[src/rtl/multicycle_control.sv]
// Multi-cycle sequencer for the RV32I core. Walks each instruction through
// FETCH, DECODE, EXEC, MEM and WB and drives every datapath enable. It is the
// only block that writes the PC or the register file.
//
// Handshake: imem_req/dmem_req are held high while waiting. A ready input is
// honoured only in the state that waits on it (imem_ready in FETCH,
// dmem_ready in MEM); in every other state it is ignored. A request that sees
// no ready within TIMEOUT cycles parks the FSM in FAULT until rst.
module multicycle_control #(
  parameter int unsigned TIMEOUT = 15,
  parameter int unsigned CNT_W   = 4
) (
  input  logic       clk,
  input  logic       rst,
  input  logic [6:0] opcode,
  input  logic [2:0] funct3,
  input  logic       branch_taken,
  input  logic       imem_ready,
  input  logic       dmem_ready,
  output logic       imem_req,
  output logic       ir_we,
  output logic       pc_we,
  output logic [1:0] pc_src,
  output logic       alu_a_sel,
  output logic       alu_b_sel,
  output logic       dmem_req,
  output logic       dmem_we,
  output logic       reg_we,
  output logic [1:0] wb_sel,
  output logic [2:0] state_o,
  output logic       fault
);

  typedef enum logic [2:0] {
    S_FETCH  = 3'd0,
    S_DECODE = 3'd1,
    S_EXEC   = 3'd2,
    S_MEM    = 3'd3,
    S_WB     = 3'd4,
    S_FAULT  = 3'd5
  } state_t;

  localparam logic [6:0] OPC_OP     = 7'b0110011;
  localparam logic [6:0] OPC_OP_IMM = 7'b0010011;
  localparam logic [6:0] OPC_LOAD   = 7'b0000011;
  localparam logic [6:0] OPC_STORE  = 7'b0100011;
  localparam logic [6:0] OPC_BRANCH = 7'b1100011;
  localparam logic [6:0] OPC_JAL    = 7'b1101111;
  localparam logic [6:0] OPC_JALR   = 7'b1100111;
  localparam logic [6:0] OPC_LUI    = 7'b0110111;
  localparam logic [6:0] OPC_AUIPC  = 7'b0010111;
  localparam logic [6:0] OPC_FENCE  = 7'b0001111;

  // Counter value in the last permitted wait cycle.
  localparam logic [CNT_W-1:0] CNT_LAST = CNT_W'(TIMEOUT - 1);

  state_t           state_q, state_d;
  logic [CNT_W-1:0] cnt_q, cnt_d;
  logic [6:0]       op_q, op_d;
  logic [2:0]       f3_q, f3_d;

  function automatic logic is_legal(input logic [6:0] opc);
    return (opc == OPC_OP)     || (opc == OPC_OP_IMM) || (opc == OPC_LOAD)  ||
           (opc == OPC_STORE)  || (opc == OPC_BRANCH) || (opc == OPC_JAL)   ||
           (opc == OPC_JALR)   || (opc == OPC_LUI)    || (opc == OPC_AUIPC) ||
           (opc == OPC_FENCE);
  endfunction

  // Next state, wait counter and opcode/funct3 capture.
  always_comb begin
    state_d = state_q;
    cnt_d   = cnt_q;
    op_d    = op_q;
    f3_d    = f3_q;
    case (state_q)
      S_FETCH: begin
        if (imem_ready) begin
          state_d = S_DECODE;
          cnt_d   = '0;
        end else if (cnt_q == CNT_LAST) begin
          state_d = S_FAULT;
          cnt_d   = '0;
        end else begin
          cnt_d = cnt_q + CNT_W'(1);
        end
      end
      S_DECODE: begin
        // The decoder has settled from the IR; hold its fields for the
        // rest of the instruction.
        op_d    = opcode;
        f3_d    = funct3;
        state_d = is_legal(opcode) ? S_EXEC : S_FAULT;
        cnt_d   = '0;
      end
      S_EXEC: begin
        cnt_d = '0;
        case (op_q)
          OPC_BRANCH: state_d = (f3_q == 3'b010 || f3_q == 3'b011) ? S_FAULT : S_FETCH;
          OPC_FENCE:  state_d = S_FETCH;
          OPC_LOAD,
          OPC_STORE:  state_d = S_MEM;
          default:    state_d = S_WB;
        endcase
      end
      S_MEM: begin
        if (dmem_ready) begin
          state_d = (op_q == OPC_STORE) ? S_FETCH : S_WB;
          cnt_d   = '0;
        end else if (cnt_q == CNT_LAST) begin
          state_d = S_FAULT;
          cnt_d   = '0;
        end else begin
          cnt_d = cnt_q + CNT_W'(1);
        end
      end
      S_WB: begin
        state_d = S_FETCH;
        cnt_d   = '0;
      end
      S_FAULT: state_d = S_FAULT;
      default: state_d = S_FAULT;
    endcase
  end

  // State registers; reset returns to FETCH from anywhere.
  always_ff @(posedge clk) begin
    if (rst) begin
      state_q <= S_FETCH;
      cnt_q   <= '0;
      op_q    <= '0;
      f3_q    <= '0;
    end else begin
      state_q <= state_d;
      cnt_q   <= cnt_d;
      op_q    <= op_d;
      f3_q    <= f3_d;
    end
  end

  // Datapath enables decoded from state and the captured opcode; all 0 in reset.
  always_comb begin
    imem_req  = 1'b0;
    ir_we     = 1'b0;
    pc_we     = 1'b0;
    pc_src    = 2'd0;
    alu_a_sel = 1'b0;
    alu_b_sel = 1'b0;
    dmem_req  = 1'b0;
    dmem_we   = 1'b0;
    reg_we    = 1'b0;
    wb_sel    = 2'd0;
    state_o   = 3'd0;
    fault     = 1'b0;
    if (!rst) begin
      state_o = state_q;
      case (state_q)
        S_FETCH: begin
          imem_req = 1'b1;
          ir_we    = imem_ready;
        end
        S_EXEC: begin
          case (op_q)
            OPC_OP_IMM,
            OPC_LOAD,
            OPC_STORE,
            OPC_JALR:   alu_b_sel = 1'b1;
            OPC_AUIPC: begin
              alu_a_sel = 1'b1;
              alu_b_sel = 1'b1;
            end
            OPC_BRANCH: begin
              if (!(f3_q == 3'b010 || f3_q == 3'b011)) begin
                pc_we  = 1'b1;
                pc_src = {1'b0, branch_taken};
              end
            end
            OPC_FENCE:  pc_we = 1'b1;
            default: ;
          endcase
        end
        S_MEM: begin
          dmem_req  = 1'b1;
          dmem_we   = (op_q == OPC_STORE);
          alu_b_sel = 1'b1;
          pc_we     = dmem_ready && (op_q == OPC_STORE);
        end
        S_WB: begin
          reg_we = 1'b1;
          pc_we  = 1'b1;
          case (op_q)
            OPC_LOAD:  wb_sel = 2'd1;
            OPC_JAL:   begin wb_sel = 2'd2; pc_src = 2'd1; end
            OPC_JALR:  begin wb_sel = 2'd2; pc_src = 2'd2; end
            OPC_LUI:   wb_sel = 2'd3;
            default:   wb_sel = 2'd0;
          endcase
        end
        S_FAULT: fault = 1'b1;
        default: ;
      endcase
    end
  end

endmodule

[config.mk]
export PLATFORM = sky130hd
export DESIGN_NAME = multicycle_control
export DESIGN_NICKNAME = d
export VERILOG_FILES = /design/src/rtl/multicycle_control.sv
export SDC_FILE = /design/constraint.sdc
export NUM_CORES = 1
export LEC_CHECK = 0
export ABC_AREA = 1
export BUFFER_PORTS_ARGS = -buffer_cell sky130_fd_sc_hd__buf_2
export CORE_AREA = 5 5 55 69
export CTS_BUF_LIST = sky130_fd_sc_hd__clkbuf_4 sky130_fd_sc_hd__clkbuf_8 sky130_fd_sc_hd__clkbuf_16
export CTS_CLUSTER_DIAMETER = 200
export DETAILED_ROUTE_END_ITERATION = 8
export DIE_AREA = 0 0 60 74
export PLACE_DENSITY_LB_ADDON = 0.12
export SLEW_MARGIN = 20
export SYNTH_ARGS = -nofsm -noshare
export SYNTH_HDL_FRONTEND = slang
export SYNTH_SLANG_ARGS = --single-unit
[constraint.sdc]
create_clock -name clk -period 3.5 [get_ports clk]
set_input_delay 0.175 -clock clk [delete_from_list [all_inputs] [get_ports clk]]
set_output_delay 0.175 -clock clk [all_outputs]
set_load 0.1 [all_outputs]
# After elaboration in Yosys (flattened, before gate mapping)
# Cells that the tools add are included.
op_classes:
  muxes: 43
  n_reduce_logical: 17
  eq_ne: 27
  add_sub_neg: 1
op_table:
  columns: ["cell", "n"]
  rows:
  - ["$eq A7 B7 Y1 const B", 6]
  - ["$eq A7 B6 Y1 const B", 5]
  - ["$eq A7 B5 Y1 const B", 4]
  - ["$mux W1", 21]
  - ["$mux W3", 7]
  - ["$pmux W3 S5", 1]
  - ["$eq A7 B2 Y1 const B", 2]
  - ["$eq A7 B4 Y1 const B", 2]
  - ["$eq A3 B2 Y1 const B", 4]
  - ["$mux W4", 3]
  - ["$pmux W4 S3", 1]
  - ["$logic_or A1 B1 Y1", 10]
  - ["$pmux W3 S3", 1]
  - ["$pmux W2 S2", 2]
  - ["$eq A3 B3 Y1 const B", 2]
  - ["$mux W2", 3]
  - ["$pmux W2 S3", 1]
  - ["$reduce_or A5 Y1", 1]
  - ["$add A4 B1 Y4 const B", 1]
  - ["$eq A4 B4 Y1 const B", 1]
  - ["$pmux W1 S2", 2]
  - ["$reduce_or A2 Y1", 2]
  - ["$eq A3 B1 Y1 const B", 1]
  - ["$logic_not A3 Y1", 1]
  - ["other kinds (4)", 4]
totals:
  output_inout_bits: 16
  reg_bits: 17
  in_bits: 15
  elab_cells: 92

# Logic depth before layout (Yosys ltp)
# Gate-level depths: netlist of run 1.
depth:
  ltp_word: 12
  depth_mapped: 10
  mapped_depth_nobuf: 10

# Worst setup path before layout of run 1
# Ideal clock, no wire load.
synth_path:
  path_kind: "register to output"
  start: "reg state_q[2]"
  end: "out wb_sel[0]"
  path_stages_with_launch: 5
  required_ps: 3325
  slack_ps: -361
  path_buffers: 0
  t_arrival_ps: 3686
  path_cell_list: "dfxtp_1 -> inv_2 -> nor2_1 -> nand2_1 -> a21oi_1"
synth_between:
  elab_chain_cells: 3
synth_lines:
  columns: ["element", "line", "text"]
  rows:
  - ["start, declared", "57", "state_t state_q, state_d;"]
  - ["start signal, assigned", "133", "state_q <= state_d;"]
  - ["$eq A3 B3 Y1", "156", "case (state_q)"]
  - ["$mux W2", "156", null]
  - ["$mux W2", "154", "if (!rst) begin"]
  - ["end, declared", "29", "output logic [1:0] wb_sel,"]
# Every way passes these cells.

# Worst setup path in the final report of run 1
layout_path:
  start: "reg op_q[6]"
  end: "out pc_we"
layout_between:
  elab_chain_cells: 4
  elab_cells_between_ends: 7
  classes_between: "eq/ne: 3; mux: 3; reduce/logical: 1"
layout_lines:
  columns: ["element", "line", "text"]
  rows:
  - ["start, declared", "59", "logic [6:0] op_q, op_d;"]
  - ["start signal, assigned", "135", "op_q <= op_d;"]
  - ["$eq A7 B4 Y1, or another cell as far along", "162", "case (op_q)"]
  - ["$pmux W1 S2 / $logic_and A1 B1 Y1 (equally long branches)", "162, 185", null]
  - ["$pmux W1 S3 *", "156", null]
  - ["$mux W1 *", "154", null]
  - ["end, declared", "22", "output logic pc_we,"]
# Every way passes the cells marked *; elsewhere a longest branch is shown, timed or not.

==> results of run 1 <==
[report_power, final]
group          switching [uW]  leakage (uW)  internal (uW)
sequential               31.8      0.000131            210
clock                    58.9     0.0000216           76.3
combinational             175      0.000489           57.8
[state kept, by name (all words and copies together) (netlist names)]
| signal | flops |
|---|---|
| cnt_q | 4 |
| f3_q | 2 |
| op_q | 7 |
| state_q | 3 |
[layout make-up]
cell class,instances,area [sq um],share of cell area
timing repair buffer,29,145,0.110
tap,37,46.3,0.0350
clock buffer,3,41.3,0.0312
inverter,23,86.3,0.0652
sequential,16,320,0.242
multi-input combinational,135,684,0.517
[per-layer routing]
metal | track usage | vias to the layer above | wire (microns)
li1 | - | 641 | -
met1 | 0.169 | 514 | 1290
met2 | 0.210 | 34 | 1320
met3 | 0.0122 | 7 | 181
met4 | 0.0764 | 0 | 66
met5 | 0 | - | 0
[cells in the final DEF, fill, tap and decap left out]
cell	count
nor2_1	33
nand2_1	31
buf_2	29
inv_1	19
dfxtp_1	16
nand3_1	15
a21oi_1	15
o21ai_0	10
nor3_1	6
inv_2	4
nand4_1	4
nor2_2	3
nor2_4	3
clkbuf_8	3
nand2_2	2
and3_1	2
o22ai_1	2
ha_1	2
nand3_2	1
o32ai_2	1
a41oi_2	1
o21ai_2	1
nor3_2	1
or2_2	1
a31oi_1	1
[cells by family after synthesis]
| group | Yosys count | synth area share |
|---|---|---|
| fa+ha+maj | 2 | 0.0227 |
| compound gates | 31 | 0.162 |
| buf+inv | 26 | 0.0956 |
| simple gates | 102 | 0.429 |
| flops | 16 | 0.291 |
[critical path: stages (launching register included)]
cell     delay (ns)
dfxtp_1        0.43
nand3_1        0.15
nor2_2         0.22
nand2_1        0.12
a21oi_1        0.14
nor2_1         0.06
nor2_1         0.07
buf_2          0.43
[how the worst max path moves through the flow]
stage | from | endpoint | slack [ns] | cells past startpoint
6_report | op_q[6] | pc_we | 1.46 | 7
5_1_grt | op_q[6] | pc_we | 1.30 | 7
4_1_cts | op_q[6] | pc_we | 1.46 | 7
3_5_place_dp | op_q[6] | pc_we | 1.74 | 7
3_3_place_gp | op_q[6] | pc_we | 1.75 | 7
2_1_floorplan | state_q[2] | wb_sel[0] | 0.21 | 4
[per-stage QoR]
stage	power (uW)	hold WS [ns]	utilization
finish	610	0.149	0.426
global placement	473	0.399	0.413
global route	646	0.184	0.426
detailed placement	478	0.406	0.413
CTS	615	0.147	0.426
floorplan	432	0.310	-
==> key figures, run 1 <==
Clock tree
  – Post_cts resized: 0
  – H-tree depth: 1
  – Clk Latency, worst-skew pair: 0.25 ns
  – Num Clock Sinks: 16
  – Post-CTS Setup Inserts: 0
  – CTS hold repair buffers: 0
  – Cts bufs inserted: 3
  – Clock-pin slew on the worst setup and hold paths: roughly 0.060 ns
  – TritonCTS clock tree: yes
  – Root Driver: clkbuf_8
  – Clock Path Buffers: 2

Power
  – LEAKAGE: about 0.00064 uW
  – Pwr Density: 461 nW/um^2
  – Worst VDD drop: 0.000290 V

STA
  – Final setup violation count: 0
  – Count of pins over their slew limit: 0
  – Setup_tns: 0 ns
  – Clock skew: about 0.0033 ns
  – Final hold vios: 0
  – Min cycle time layout: between 2 and 2.5 ns
  – Maximum clock frequency: between 0.4 and 0.5 GHz
  – Relative slew margins: 0.677
  – RSZ-0062 raised after global routing: false
  – Final WS setup: about 1.5 ns
  – Period Utilization, post-route: 0.583
  – Measured slew at the worst slew-check pin: between 0.4 and 0.5 ns

Finish
  – FILL cells: between 300 and 400
  – Antenna cells: 0
  – Fraction of layout cells with a size suffix above 1: 0.243
  – Fin cells: around 240
  – Fin area: between 1000 and 1500 sq um
  – Final nets: ~230
  – Layout area overhead: 20.4%

Route
  – Vias per cell: ~4.9
  – DR vias: 1196
  – DRT iter0 DRCs: 53
  – Routed len/inst: approximately 12 microns
  – Drt drc: 0
  – Total wire length: around 2900 microns
  – Antenna Violating Nets Remaining: 0
  – First-pass DRT Iterations: 4

Logic synthesis
  – Primary FF master, synth: dfxtp_1
  – Syn_area_per_cell: 6.21 sq um
  – FF+latch count, synth: 16
  – Ys async rst share: 0
  – Mapped cell area: about 1100 sq um
  – Synth area leader: dfxtp_1
  – Seq/Total Area, Yosys: 0.291
  – Warnings, synthesis: 0
  – Number of synthesized flops with an enable pin: 0
  – Syn Nets: between 150 and 200
  – Top cells by area, synth: dfxtp_1, nor2_1, nand2_1
  – Netlist cell types: 26
  – Post-synth top area share: 0.291
  – Commonest cells post-synth: nor2_1, nand2_1, inv_1
  – Top-count cell post-synth: nor2_1
  – Mapped Cells: roughly 180

GRT
  – Antenna violations before repair: 0
  – Vias in the first global route: about 1100
  – Largest net degree at the start of global routing: 13
  – First-pass GRT wire length: 4540 microns
  – Overflow after GRT: 0
  – Total global-route track usage: 0.131

Min path
  – Hold endpoint: f3_q[1]
  – Hold Crit Start: funct3[1]
  – Hold Crit Depth: 3
  – Hold Path Class: input port to flop

Floorplanning
  – Die ar.: 4440 sq um
  – Floorplan Core Area: 3110 sq um
  – Initial Utilization: 0.354
  – Die span in y: 74 microns
  – IO Pins: 31
  – Row cnt: 23
  – Horiz. Die Dim: ~60 microns

Setup path
  – CP Launch Type: flop
  – Worst R2R Start: state_q[0]
  – FF-to-FF path depth: 5
  – Reg2Reg Capture Point: op_q[3]
  – CP Capture Type: primary output
  – Worst Setup Path Type: flop to primary output
  – Critical Path RT: 3.32 ns
  – Critical path fanouts, max: 7
  – WP data arrival: between 1.5 and 2 ns
  – R2r setup slk: approximately 2.0 ns

Placement
  – Placed Cells: 240
  – I/O Buffers: 29
  – RD Place Congestion: about 0.84
  – Hpwl dp: 2330 microns
  – Dpl ws: roughly 1.7 ns
  – Placed Area: about 1300 sq um

Run
  – Max_cap viols: 0

Run status
  – Status: finished, final reports clean
Note: power is estimated with default switching activity, not from simulation.
==> run 2, diff against run 1 <==
--- a/config.mk
+++ b/config.mk
@@ -5,7 +5,7 @@
 export SDC_FILE = /design/constraint.sdc
 export NUM_CORES = 1
 export LEC_CHECK = 0
-export ABC_AREA = 1
+export ABC_AREA = 0
 export BUFFER_PORTS_ARGS = -buffer_cell sky130_fd_sc_hd__buf_2
 export CORE_AREA = 5 5 55 69
 export CTS_BUF_LIST = sky130_fd_sc_hd__clkbuf_4 sky130_fd_sc_hd__clkbuf_8 sky130_fd_sc_hd__clkbuf_16
==> constraint.sdc (replaced) <==
create_clock -name clk -period 1.8 [get_ports clk]
set_input_delay 0.09 -clock clk [delete_from_list [all_inputs] [get_ports clk]]
set_output_delay 0.09 -clock clk [all_outputs]
set_load 0.1 [all_outputs]
==> run 2 against run 1 <==
Global-route usage rose by 2.6 points. Non-clock buffer count increased by 19. Register-to-register slack worse by 1.8 ns. First-iteration DRC count decreased by 75%. Worst setup slack lost 1.4 ns. Clock skew down 0.00071 ns. Count of clock-buffer cells in the layout grew 1. Highest routed layer unchanged.
==> key figures, run 2 <==
Run
  – Max_cap viols: 0 (unchanged)

Route
  – DR vias: 1229 (+2.8%)
  – Drt drc: 0 (unchanged)
  – First-pass DRT Iterations: 4 (unchanged)
  – DRT iter0 DRCs: 13 (-75%)
  – Vias per cell: 5.51 (+12%)
  – Routed len/inst: 14.9 microns (+26%)
  – Antenna Violating Nets Remaining: 0 (unchanged)
  – Total wire length: 3320 microns (+16%)

Logic synthesis
  – Top cells by area, synth: dfxtp_1, mux2i_1, nor2_1
  – Commonest cells post-synth: nor2_1, dfxtp_1, mux2i_1
  – Warnings, synthesis: 0 (unchanged)
  – Post-synth top area share: 0.284 (-0.00680)
  – Ys async rst share: 0 (unchanged)
  – Syn_area_per_cell: 7.82 sq um (+26%)
  – Mapped Cells: 144 (-19%)
  – Number of synthesized flops with an enable pin: 0 (unchanged)
  – Netlist cell types: 45 (+73%)
  – Mapped cell area: 1130 sq um (+2.4%)
  – Syn Nets: 161 (-17%)
  – Top-count cell post-synth: nor2_1
  – FF+latch count, synth: 16 (unchanged)
  – Seq/Total Area, Yosys: 0.284 (-0.00680)
  – Synth area leader: dfxtp_1
  – Primary FF master, synth: dfxtp_1

Placement
  – Dpl ws: 0.161 ns (-1.58 ns)
  – RD Place Congestion: 0.776 (-7.8%)
  – Hpwl dp: 2600 microns (+11%)
  – Placed Area: 1650 sq um (+29%)
  – I/O Buffers: 29 (unchanged)

Power
  – Psw: 830 uW (+210%)
  – Pint: 1020 uW (+200%)
  – Final Power: 1850 uW (+200%)
  – Net Sw Frac: 0.448 (+0.0124)
  – LEAKAGE: 0.000729 uW (+14%)
  – Sequential power share: 0.312 (-0.085)
  – Pwr Density: 1030 nW/um^2 (+120%)
  – Clock network power share: 0.173 (-0.049)
  – Worst VDD drop: 0.000829 V (+190%)
  – Comb pwr share: 0.514 (+0.133)

GRT
  – First-pass GRT wire length: 5530 microns (+22%)
  – Largest net degree at the start of global routing: 17 (+4)
  – Vias in the first global route: 1255 (+15%)
  – Total global-route track usage: 0.158 (+0.0265)
  – Overflow after GRT: 0 (unchanged)
  – Antenna violations before repair: 0 (unchanged)

Setup path
  – Worst Setup Path Type: flop to primary output
  – CP Launch Type: flop
  – Critical Path Sink: wb_sel[1]
  – CP Capture Type: primary output
  – Reg2Reg Capture Point: state_q[0]
  – WP data arrival: 1.65 ns (-0.22 ns)
  – Worst R2R Start: state_q[2]
  – FF-to-FF path depth: 5 (unchanged)
  – CP Launch Point: state_q[2]
  – R2r setup slk: 0.22 ns (-1.77 ns)
  – Critical Path RT: 1.71 ns (-1.61 ns)
  – Critical path fanouts, max: 6 (-1)

STA
  – Period Utilization, post-route: 0.965
  – Setup_tns: 0 ns (unchanged)
  – Final WS setup: 0.0634 ns (-1.40 ns)
  – Maximum clock frequency: ~0.58 GHz
  – Clock skew: 0.00262 ns (-0.000712 ns)
  – Final hold vios: 0 (unchanged)
  – Min cycle time layout: 1.74 ns
  – Final Hold Slack: 0.0856 ns (-0.0634 ns)
  – Count of pins over their slew limit: 0 (unchanged)
  – RSZ-0062 raised after global routing: true
  – Relative slew margins: 0.672 (-0.00503)
  – Measured slew at the worst slew-check pin: 0.495 ns (+0.00760 ns)
  – Final setup violation count: 0 (unchanged)

Clock tree
  – Root Driver: clkbuf_8
  – Num Clock Sinks: 16 (unchanged)
  – TritonCTS clock tree: yes
  – CTS hold repair buffers: 0 (unchanged)
  – Clock Path Buffers: 2 (unchanged)
  – Cts bufs inserted: 3 (unchanged)
  – Clk Latency, worst-skew pair: 0.25 ns (about the same)
  – Clock-pin slew on the worst setup and hold paths: 0.07 ns (about the same)
  – H-tree depth: 1 (unchanged)

Finish
  – Antenna cells: 0 (unchanged)
  – Top Registers: op_q: 7 flops, cnt_q: 4 flops, state_q: 3 flops
  – Commonest non-fill, non-tap cell in the layout: buf_4
  – Final nets: 204 (-9.3%)
  – FILL cells: 292 (-17%)
  – Most frequent cells in the layout: buf_4, nor2_1, buf_2
  – Fin area: 1810 sq um (+36%)
  – Largest register by flop count: op_q
  – Largest register FFs: 7 (unchanged)
  – Fraction of layout cells with a size suffix above 1: 0.435 (+0.193)
  – Layout area overhead: 60.4%

Run status
  – Status: finished, final reports clean

Floorplanning
  – Die ar.: 4440 sq um (unchanged)
  – Horiz. Die Dim: 60 microns (unchanged)
  – Floorplan Core Area: 3110 sq um (unchanged)
  – IO Pins: 31 (unchanged)
  – Initial Utilization: 0.362 (+0.00845)
  – Die span in y: 74 microns (unchanged)
  – Row cnt: 23 (unchanged)

Min path
  – Hold Path Class: input port to flop
==> run 2: cell types whose count changed after synthesis, moves of 9 or more <==
cell	before	now
nand2_1	31	8
nand3_1	15	2
inv_1	19	3
nor2_1	34	22
mux2i_1	0	9
a21oi_1	15	4
==> run 2: cells by family after synthesis <==
kind of cell	after synthesis	share of synthesized area
buffers and inverters	13	0.0511
muxes	9	0.0800
AOI/OAI and AO/OA	31	0.194
DFF	16	0.284
and+or+nand+nor	70	0.344
xor gates and xnor gates	3	0.0233
adders and majority gates	2	0.0222
==> run 2: worst min-delay path by stage <==
stage / to / startpoint / cells past startpoint / slack [ns]
floorplan: f3_q[2] / funct3[2] / 2 / 0.24
global placement: f3_q[2] / funct3[2] / 3 / 0.33
detailed placement: f3_q[1] / funct3[1] / 3 / 0.34
CTS: f3_q[1] / funct3[1] / 3 / 0.08
global route: f3_q[1] / funct3[1] / 3 / 0.11
finish: f3_q[2] / funct3[2] / 3 / 0.09
==> run 2: critical path, cell delays in order, from the launching register on <==
cell and delay [ns]:
dfxtp_4 0.37, nor2b_4 0.17, nor3b_4 0.29, buf_4 0.16
and4_4 0.23, buf_12 0.17
==> run 2: layer usage <==
layer / up-vias / routed length, microns / track usage
met4: 0 / 27 / 0.0443
met2: 19 / 1810 / 0.284
li1: 614 / - / -
met3: 2 / 125 / 0.0295
met5: - / 0 / 0
met1: 594 / 1360 / 0.188
==> run 2: per-stage QoR <==
step,utilization,cells
after floorplan,-,144
after global routing,0.581,223
after CTS,0.563,219
final,0.581,223
after detailed placement,0.532,211
after global placement,0.532,211
==> run 2: repair_timing <==
action                                 in CTS  in global routing
setup endpoints to repair                   6                  5
endpoints found under the hold margin       0                  0
pin swaps                                   1                  2
gates cloned                                0                  0
resized for setup                           6                  7
setup buffers                               4                  4
==> run 2: power by group through the flow <==
stage	sequential [uW]	clock [uW]	combinational (uW)
6_report	580	321	954
5_1_grt	594	339	1030
4_1_cts	565	326	920
3_5_place_dp	582	0	862
3_3_place_gp	572	0	843
2_1_floorplan	494	0	745
==> run 2: final cells by class <==
type                       count  area [sq um]  share of cell area
sequential                    16           333               0.184
timing repair buffer          48           455               0.252
clock buffer                   4          55.1              0.0305
inverter                       3          11.3             0.00623
tap                           37          46.3              0.0256
multi-input combinational    115           906               0.501
==> run 3, diff against run 2 <==
==> constraint.sdc (replaced) <==
create_clock -name clk -period 2.1 [get_ports clk]
set_input_delay 0.105 -clock clk [delete_from_list [all_inputs] [get_ports clk]]
set_output_delay 0.105 -clock clk [all_outputs]
set_load 0.1 [all_outputs]
==> run 3 against run 2 <==
Clock power shrank 15%. Worst setup slack better by 0.044 ns. Count of clock-buffer cells in the layout unchanged. Global-route usage is 1.0 points lower. Wire length shrank 8.0%. Largest cell class unchanged.
==> key figures, run 3 (same netlist as run 2, synthesis figures left out) <==
Floorplanning
  – Row cnt: 23 (unchanged)
  – Die span in y: 74 microns (unchanged)
  – Horiz. Die Dim: 60 microns (unchanged)
  – IO Pins: 31 (unchanged)
  – Floorplan Core Area: 3110 sq um (unchanged)
  – Die ar.: 4440 sq um (unchanged)
  – Initial Utilization: 0.362 (unchanged)

Finish
  – Most frequent cells in the layout: buf_2, nor2_1, dfxtp_1
  – Layout area overhead: 38.3%
  – Top Registers: op_q: 7 flops, cnt_q: 4 flops, state_q: 3 flops
  – Commonest non-fill, non-tap cell in the layout: buf_2
  – Antenna cells: 0 (unchanged)
  – Fraction of layout cells with a size suffix above 1: 0.345 (-0.0905)
  – Largest register FFs: 7 (unchanged)
  – Largest register by flop count: op_q
  – Final nets: 189 (-7.4%)
  – Fin area: 1560 sq um (-14%)

STA
  – Measured slew at the worst slew-check pin: 0.493 ns (-0.00232 ns)
  – Period Utilization, post-route: 0.949
  – Count of pins over their slew limit: 0 (unchanged)
  – Relative slew margins: 0.674 (+0.00153)
  – Clock skew: 0.00112 ns (-0.00150 ns)
  – Min cycle time layout: 1.99 ns
  – Final setup violation count: 0 (unchanged)
  – Maximum clock frequency: between 0.5 and 0.6 GHz
  – Final hold vios: 0 (unchanged)
  – Final WS setup: 0.107 ns (+0.0439 ns)

Route
  – Total wire length: 3050 microns (-8.0%)
  – Drt drc: 0 (unchanged)
  – DRT iter0 DRCs: 16 (+3)
  – Met2 WL: 1640 microns (-9.4%)
  – Routed len/inst: 14.7 microns (-1.4%)
  – Wire length on met1: 1270 microns (-6.4%)
  – Vias per cell: 5.55 (+0.76%)
  – First-pass DRT Iterations: 4 (unchanged)
  – Routed length on met3: 104 microns (-17%)
  – DR vias: 1155 (-6.0%)
  – Top Layer Used: met4
  – Antenna Violating Nets Remaining: 0 (unchanged)

Clock tree
  – Post_cts resized: 0 (-6)
  – Post-CTS Setup Inserts: 0 (-4)
  – H-tree depth: 1 (unchanged)
  – Root Driver: clkbuf_8
  – TritonCTS clock tree: yes
  – CTS hold repair buffers: 0 (unchanged)
  – Cts bufs inserted: 3 (unchanged)
  – Clock Path Buffers: 2 (unchanged)
  – Clock-pin slew on the worst setup and hold paths: 0.06 ns (about the same)
  – Num Clock Sinks: 16 (unchanged)
  – Clk Latency, worst-skew pair: 0.25 ns (about the same)

Run status
  – Status: finished, final reports clean

Power
  – Final Power: 1460 uW (-21%)
  – Comb pwr share: 0.473 (-0.041)
  – Worst VDD drop: 0.000797 V (-3.9%)
  – LEAKAGE: 0.000624 uW (-14%)
  – Net Sw Frac: 0.459 (+0.0112)
  – Clock network power share: 0.186 (+0.013)
  – Pint: 791 uW (-23%)
  – Pwr Density: 938 nW/um^2 (-8.6%)
  – Sequential power share: 0.341 (+0.029)
  – Psw: 671 uW (-19%)

GRT
  – Antenna violations before repair: 0 (unchanged)
  – Overflow after GRT: 0 (unchanged)
  – First-pass GRT wire length: 5110 microns (-7.5%)
  – Vias in the first global route: 1103 (-12%)
  – Largest net degree at the start of global routing: 15 (-2)
  – Total global-route track usage: 0.147 (-0.0105)

Min path
  – Hold Path Class: input port to flop

Run
  – Max_cap viols: 0 (unchanged)

Setup path
  – Critical Path RT: 2.00 ns (+0.29 ns)
  – Critical path fanouts, max: 10 (+4)
  – Worst Setup Path Type: flop to primary output
  – CP Capture Type: primary output
  – WP data arrival: 1.89 ns (+0.24 ns)
  – CP Launch Type: flop

Placement
  – Placed Area: 1490 sq um (-9.9%)
  – Dpl ws: 0.361 ns (+0.201 ns)
  – Hpwl dp: 2440 microns (-6.1%)
  – RD Place Congestion: 0.801 (+3.2%)
  – I/O Buffers: 29 (unchanged)
## run 3: changes by cell type in the layout (fill, tap and decap cells not counted), sizes merged
cell / previous run / this run
clkbuf: 5 / 4
buf: 47 / 33
## run 3: final cells by class
type	instances	area, sq um
Clock buffer	4	55.1
Timing Repair Buffer	33	250
Sequential cell	16	325
Multi-Input combinational cell	115	870
Tap cell	37	46.3
Fill cell	310	1550
Inverter	3	11.3
## run 3: path summary, 6_finish.rpt
| kind | startpoint | end | slack [ns] | cells past startpoint |
|---|---|---|---|---|
| worst max-delay path | state_q[1] | alu_a_sel | 0.11 | 3 |
| worst min-delay path | funct3[1] | f3_q[1] | 0.1 | 3 |
| worst max register to register | state_q[1] | state_q[2] | 0.38 | 4 |
| worst min register to register | f3_q[2] | f3_q[2] | 0.50 | 2 |
## run 3: through the flow
step                      hold WS, ns  TNS [ns]  cells   util
after floorplan                 0.252     -3.11    144      -
after global placement          0.342         0    204  0.479
after detailed placement        0.354         0    204  0.479
after CTS                      0.0934         0    208  0.497
after global routing           0.0976   -0.0182    208  0.501
final                          0.0977         0    208  0.501
## run 3: critical path: stages, from the launching register on
cell and delay, ns:
dfxtp_1 0.62, or3b_1 0.48, nor4_4 0.33, buf_12 0.21
## run 3: power by group through the flow
stage                     Clock [uW]  Sequential (uW)  Combinational [uW]
after floorplan                    0              423                 630
after global placement             0              495                 679
after detailed placement           0              499                 691
after CTS                        282              493                 692
after global routing             297              515                 743
final                            273              498                 691
## run 3: layer usage
metal | up-vias | global-route usage
met2 | 15 | 0.258
met5 | - | 0
li1 | 583 | -
met3 | 4 | 0.0313
met1 | 553 | 0.170
met4 | 0 | 0.0616
